### src/rtl/ex_alu_unit.sv
// Execute-stage ALU with valid/ready handshakes on both sides and a one-bit-per-cycle shifter.
// Define EX_ALU_FAST_SHIFT_EN to replace the iterative shifter with a single-cycle barrel shifter.
module ex_alu_unit (
  input  logic        clk,
  input  logic        reset,
  input  logic        in_valid,
  output logic        in_ready,
  input  logic [3:0]  alu_control,
  input  logic [31:0] src_a,
  input  logic [31:0] src_b,
  output logic        out_valid,
  input  logic        out_ready,
  output logic [31:0] result,
  output logic [3:0]  flags,
  output logic [1:0]  dbg_state
);

  // Handshake: a transfer happens on a rising edge where valid && ready are both high;
  // the upstream holds its operation until that edge, and the unit holds result/flags
  // with out_valid high until that edge on the downstream side.

  typedef enum logic [1:0] {
    IDLE  = 2'd0,
    SHIFT = 2'd1,
    DONE  = 2'd2
  } state_t;

  localparam logic [3:0] OP_ADD  = 4'b0000;
  localparam logic [3:0] OP_SUB  = 4'b0010;
  localparam logic [3:0] OP_SLL  = 4'b0100;
  localparam logic [3:0] OP_SLT  = 4'b0110;
  localparam logic [3:0] OP_SRL  = 4'b1000;
  localparam logic [3:0] OP_XOR  = 4'b1010;
  localparam logic [3:0] OP_SLTU = 4'b1011;
  localparam logic [3:0] OP_OR   = 4'b1100;
  localparam logic [3:0] OP_AND  = 4'b1110;
  localparam logic [3:0] OP_SRA  = 4'b1111;

  state_t      state_q, state_d;
  logic [3:0]  op_q, op_d;
  logic [31:0] work_q, work_d;
  logic [4:0]  cnt_q, cnt_d;
  logic [31:0] result_q, result_d;
  logic [3:0]  flags_q, flags_d;

  logic        accept;
  logic        iter_start;
  logic [31:0] shift_step;
  logic [35:0] calc;

  // Returns {N, Z, C, V, result}; unlisted codes fall through to ADD.
  function automatic logic [35:0] alu_calc(input logic [3:0] op, input logic [31:0] a,
                                           input logic [31:0] b);
    logic [32:0] sum;
    logic [31:0] r;
    logic        c;
    logic        v;
    sum = {1'b0, a} + {1'b0, b};
    r   = sum[31:0];
    c   = sum[32];
    v   = (a[31] == b[31]) && (r[31] != a[31]);
    case (op)
      OP_SUB: begin
        sum = {1'b0, a} + {1'b0, ~b} + 33'd1;
        r   = sum[31:0];
        c   = sum[32];
        v   = (a[31] != b[31]) && (r[31] != a[31]);
      end
`ifdef EX_ALU_FAST_SHIFT_EN
      OP_SLL:  begin r = a << b[4:0];                       c = 1'b0; v = 1'b0; end
      OP_SRL:  begin r = a >> b[4:0];                       c = 1'b0; v = 1'b0; end
      OP_SRA:  begin r = $unsigned($signed(a) >>> b[4:0]);  c = 1'b0; v = 1'b0; end
`else
      // Only reached with a zero shift amount; non-zero amounts go through SHIFT.
      OP_SLL, OP_SRL, OP_SRA: begin r = a; c = 1'b0; v = 1'b0; end
`endif
      OP_SLT:  begin r = {31'd0, $signed(a) < $signed(b)}; c = 1'b0; v = 1'b0; end
      OP_SLTU: begin r = {31'd0, a < b};                   c = 1'b0; v = 1'b0; end
      OP_XOR:  begin r = a ^ b;                            c = 1'b0; v = 1'b0; end
      OP_OR:   begin r = a | b;                            c = 1'b0; v = 1'b0; end
      OP_AND:  begin r = a & b;                            c = 1'b0; v = 1'b0; end
      default: ;
    endcase
    return {r[31], (r == 32'd0), c, v, r};
  endfunction

`ifdef EX_ALU_FAST_SHIFT_EN
  assign iter_start = 1'b0;
`else
  assign iter_start = ((alu_control == OP_SLL) || (alu_control == OP_SRL) ||
                       (alu_control == OP_SRA)) && (src_b[4:0] != 5'd0);
`endif

  assign in_ready  = (state_q == IDLE) || ((state_q == DONE) && out_ready);
  assign accept    = in_valid && in_ready;
  assign calc      = alu_calc(alu_control, src_a, src_b);
  assign out_valid = (state_q == DONE);
  assign result    = result_q;
  assign flags     = flags_q;
  assign dbg_state = state_q;

  always_comb begin
    case (op_q)
      OP_SLL:  shift_step = {work_q[30:0], 1'b0};
      OP_SRL:  shift_step = {1'b0, work_q[31:1]};
      default: shift_step = {work_q[31], work_q[31:1]};
    endcase
  end

  always_comb begin
    state_d  = state_q;
    op_d     = op_q;
    work_d   = work_q;
    cnt_d    = cnt_q;
    result_d = result_q;
    flags_d  = flags_q;
    case (state_q)
      SHIFT: begin
        work_d = shift_step;
        cnt_d  = cnt_q - 5'd1;
        if (cnt_q == 5'd1) begin
          state_d  = DONE;
          result_d = shift_step;
          flags_d  = {shift_step[31], (shift_step == 32'd0), 2'b00};
        end
      end
      DONE: begin
        if (out_ready && !in_valid) state_d = IDLE;
      end
      default: ;
    endcase
    // A new operation can be taken in IDLE or while the old result drains (no bubble).
    if (accept) begin
      op_d = alu_control;
      if (iter_start) begin
        state_d = SHIFT;
        work_d  = src_a;
        cnt_d   = src_b[4:0];
      end else begin
        state_d  = DONE;
        result_d = calc[31:0];
        flags_d  = calc[35:32];
      end
    end
  end

  always_ff @(posedge clk or posedge reset) begin
    if (reset) begin
      state_q  <= IDLE;
      op_q     <= OP_ADD;
      work_q   <= 32'd0;
      cnt_q    <= 5'd0;
      result_q <= 32'd0;
      flags_q  <= 4'd0;
    end else begin
      state_q  <= state_d;
      op_q     <= op_d;
      work_q   <= work_d;
      cnt_q    <= cnt_d;
      result_q <= result_d;
      flags_q  <= flags_d;
    end
  end

endmodule

### config.mk
export PLATFORM = sky130hd
export DESIGN_NAME = ex_alu_unit
export DESIGN_NICKNAME = d
export VERILOG_FILES = /design/src/rtl/ex_alu_unit.sv
export SDC_FILE = /design/constraint.sdc
export NUM_CORES = 1
export LEC_CHECK = 0
export ABC_AREA = 1
export BUFFER_PORTS_ARGS = -buffer_cell sky130_fd_sc_hd__buf_2
export CORE_MARGIN = 1
export CORE_UTILIZATION = 30
export DETAILED_ROUTE_END_ITERATION = 10
export SYNTH_ARGS = -nofsm -noshare
export SYNTH_HDL_FRONTEND = slang
export SYNTH_SLANG_ARGS = --single-unit
### constraint.sdc
create_clock -name clk -period 2.9 [get_ports clk]
set_clock_uncertainty 0.15 [all_clocks]
set_input_delay 0.145 -clock clk [delete_from_list [all_inputs] [get_ports clk]]
set_output_delay 0.145 -clock clk [all_outputs]
set_load 0.01 [all_outputs]
==> impl_table.tex <==
\begin{tabular}{lr}
\hline
Metric & Value \\
\hline
\multicolumn{2}{l}{\textbf{Finish}} \\
Commonest cells after routing, fill and taps aside & 520 x nand2\_1, 295 x inv\_1, 246 x buf\_4 \\
Filler instances & around 3900 \\
Growth of design area from synthesis to finish & 27.57\% \\
Share of post-route cells with drive strength above 1 & a little over 20\% \\
Most common cell after layout, fill and taps aside & nand2\_1 \\
Final layout net count & 2319 \\
Antenna Cells & 0 \\
\multicolumn{2}{l}{\textbf{Global routing}} \\
Overflow after GRT & 0 \\
Initial antenna violation count & 2 \\
First-pass GRT wire length & $\sim$75000 um \\
Largest net degree at the start of global routing & 47 \\
Overall fraction of global-route tracks in use & 27.09\% \\
Number of global-route vias before repair & between 10000 and 15000 \\
\multicolumn{2}{l}{\textbf{Synth}} \\
YS warnings & 0 \\
Ys async rst share & 100.0\% \\
Number of synthesized register bits & roughly 80 \\
Avg Cell Area, Syn & 5.945 um\^{}2 \\
Number of enable flip-flop cells after synthesis & 0 \\
Largest cells by area after synthesis & dfrtp\_1 18\%, nand2\_1 18\%, ha\_1 11\% \\
Post-Synthesis Cell Area & between 10000 and 15000 um\^{}2 \\
Cell taking the most area after synthesis & dfrtp\_1 \\
Number of different library cells in the post-synthesis netlist & 49 \\
Number of nets produced by synthesis & 2013 \\
Area share of the leading cell type in the synthesized netlist & 18.06\% \\
Post-Syn Instances & between 1500 and 2000 \\
Dominant register cell in the synthesized netlist & dfrtp\_1 \\
Seq/Total Area, Yosys & a little under a fifth \\
\multicolumn{2}{l}{\textbf{Routing}} \\
DR pass1 iterations & 9 \\
Initial detailed-routing violation count & 1366 \\
Avg Vias per Cell & 5.139 \\
DRC violations left & 18 \\
Length of routed met3 wiring & between 4000 and 5000 um \\
Metal-1 WL & 22640 um \\
Wire length on met2 & $\sim$21000 um \\
Wire length per cell & about 19 um \\
Vias after detailed routing & 13429 \\
Wirelength, routed & between 50000 and 60000 um \\
Highest metal layer used by the detailed router & met5 \\
Count of antenna-violating nets left after detailed routing & 0 \\
\multicolumn{2}{l}{\textbf{Job}} \\
Max capacitance violation total & 0 \\
\multicolumn{2}{l}{\textbf{Timing}} \\
Setup WS post-layout & around 0.12 ns \\
Final hold violations & 0 \\
Unrepaired setup endpoints after global routing & yes \\
Final setup viols & 0 \\
Total Negative Setup Slacks & 0 ns \\
Share of the cycle needed by the critical path after routing & 95.75\% \\
Transition time of the tightest slew-check pin & between 0.7 and 0.8 ns \\
Slew margin rel. & between 50\% and 60\% \\
Post-layout min period & approximately 2.8 ns \\
Fmax & $\sim$360 MHz \\
Final Max Tran Viols & 0 \\
\multicolumn{2}{l}{\textbf{Run status}} \\
Status & finished with violations \\
Failing checks & design-rule violations \\
\multicolumn{2}{l}{\textbf{Place}} \\
Pre-CTS setup slack & -0.1573 ns \\
Count of port buffers added during placement & around 110 \\
Placer's final routability congestion estimate & 1.035 \\
Half-perimeter wire length after detailed placement & between 40000 and 50000 um \\
\multicolumn{2}{l}{\textbf{CTS}} \\
Number of buffers created by CTS & 9 \\
Clock slew seen by the registers of the worst setup and hold paths & about 0.060 ns \\
Clock sink total & 79 \\
TritonCTS clock tree & done \\
Insertion delay of the later-clocked pin in the worst-skew pair & approximately 0.34 ns \\
Max Root-Sink Buffers & 2 \\
CTS H-tree lvls & 3 \\
Clock root cell & clkbuf\_16 \\
\multicolumn{2}{l}{\textbf{Floorplanning}} \\
DIE AREA & $\sim$37000 um\^{}2 \\
Effective utilization at floorplan & a little over 30\% \\
Num rows & 69 \\
Die boundary height & 193.0 um \\
Count of boundary I/O pins & $\sim$110 \\
Area of the core & about 36000 um\^{}2 \\
Die outline width & between 150 and 200 um \\
\multicolumn{2}{l}{\textbf{Pwr}} \\
Leakage power figure & 7.566 nW \\
IR Drop Worst-Case VDD & about 310 uV \\
Power per standard cell area & around 540 nW/um\^{}2 \\
\multicolumn{2}{l}{\textbf{Worst hold path}} \\
Type of the most critical hold path & input pin to register \\
\multicolumn{2}{l}{\textbf{Critical path}} \\
Crit path capture type & register \\
Worst path most repeated cell & nand2\_1 \\
Critical Path AT & about 2.9 ns \\
Required time reported for the critical path endpoint & roughly 3 ns \\
Cell-by-cell listing of the critical path & buf\_2, inv\_1, ha\_2, inv\_1, a21oi\_1, nand2\_1, nand2\_1, nand2\_1, a21oi\_1, nand2\_1, nand2\_1, nand3\_1, nand2\_1, nand2\_1, nand3\_1, nor2\_1, nand3\_1, o21ai\_2 \\
Kind of start point of the critical path & input pin \\
Worst-path cell with the longest stage delay & ha\_2 \\
Critical-path maximum fanout & 7 \\
Path type of the worst setup path & input pin to register \\
Largest stage delay on the critical path & roughly 0.44 ns \\
\hline
\end{tabular}
[registers in the layout, indices dropped and copies added (netlist names)]
name and cells:
cnt_q 5, dbg_state 2, flags 4, op_q 4
result 32, work_q 32
[cell usage after synthesis (all sizes together), types with 2 or more instances]
master / number
nand4: 36
or2: 5
o22ai: 15
nor3: 14
inv: 313
dfrtp: 79
a21boi: 3
o221ai: 9
a31oi: 5
xor2: 8
nor4: 4
a221oi: 9
nor2: 160
and2: 2
o21ai: 148
mux2i: 6
a21oi: 88
buf: 47
nand2: 534
fa: 2
o211ai: 41
ha: 98
clkbuf: 24
a211oi: 6
o21bai: 13
nand3b: 4
nand3: 163
[critical path: cells and delay by family]
kind,cells,cell delay [ns]
AOI/OAI and AO/OA,3,0.72
adders and majority gates,1,0.44
buffers and inverters,3,0.38
and+or+nand+nor,11,1.17
[report_power, final]
part           internal, mW  total (mW)  switching [mW]
registers              1.61        1.92           0.310
logic                  1.66        4.37            2.71
clock network         0.782        1.25           0.466
[final cells by class]
class                           instances  area [um^2]  area share [%]
Inverter                              313         1176           8.423
Timing Repair Buffer                  366         2552           18.28
Clock inverter                          6        92.59          0.6631
Clock buffer                           10        239.0           1.711
Sequential cell                        79         1977           14.16
Tap cell                              461        576.8           4.131
Multi-Input combinational cell       1378         7350           52.63
[kinds of logic (layout without fill, tap and decap cells)]
kind of cell,count (synthesis),count (layout),share of synthesized area (%)
simple gates,924,924,35.93
buf+inv,384,695,15.01
compound gates,340,340,18.24
fa+ha+maj,100,100,11.57
flops,79,79,18.06
xor+xnor,8,8,0.6402
mux,6,6,0.5487
[layer usage]
metal  track usage (%)  up-vias
met5                 0        -
met4             8.714        4
met3             5.195       81
met2             42.39      550
met1             37.26     6225
li1                  -     6569
[timing repair]
item | 4_1_cts | 5_1_grt
endpoints found under the hold margin | 40 | 0
hold buffers | 3 | 0
buffers inserted | 0 | 0
setup endpoints to repair | 0 | 3
gates resized for setup | 0 | 5
[stage by stage]
step / instances / hold WS (ns) / cell area, um^2 / utilization (%) / power (mW)
2_1_floorplan: 1841 / 0.1132 / 10950 / - / 4.453
3_3_place_gp: 2594 / 0.1607 / 13590 / 38.01 / 6.171
3_5_place_dp: 2594 / 0.1711 / 13590 / 38.01 / 6.215
4_1_cts: 2613 / 0.008309 / 13950 / 39.02 / 7.492
5_1_grt: 2613 / 0.04020 / 13960 / 39.07 / 8.158
6_report: 2613 / 0.01022 / 13960 / 39.07 / 7.539
[path summary, 6_finish.rpt]
path	from	endpoint	slack [ns]	cells past startpoint
worst max-delay path	src_a[19]	flags[2]	0.12	18
min in group asynchronous	reset	result[17]	0.34	3
worst min register to register	op_q[1]	op_q[1]	0.34	2
max in group asynchronous	reset	flags[3]	1.60	4
worst max register to register	op_q[1]	flags[2]	0.34	12
worst min-delay path	src_b[0]	cnt_q[0]	0.01	3
Power figures use the tool's default switching activity.
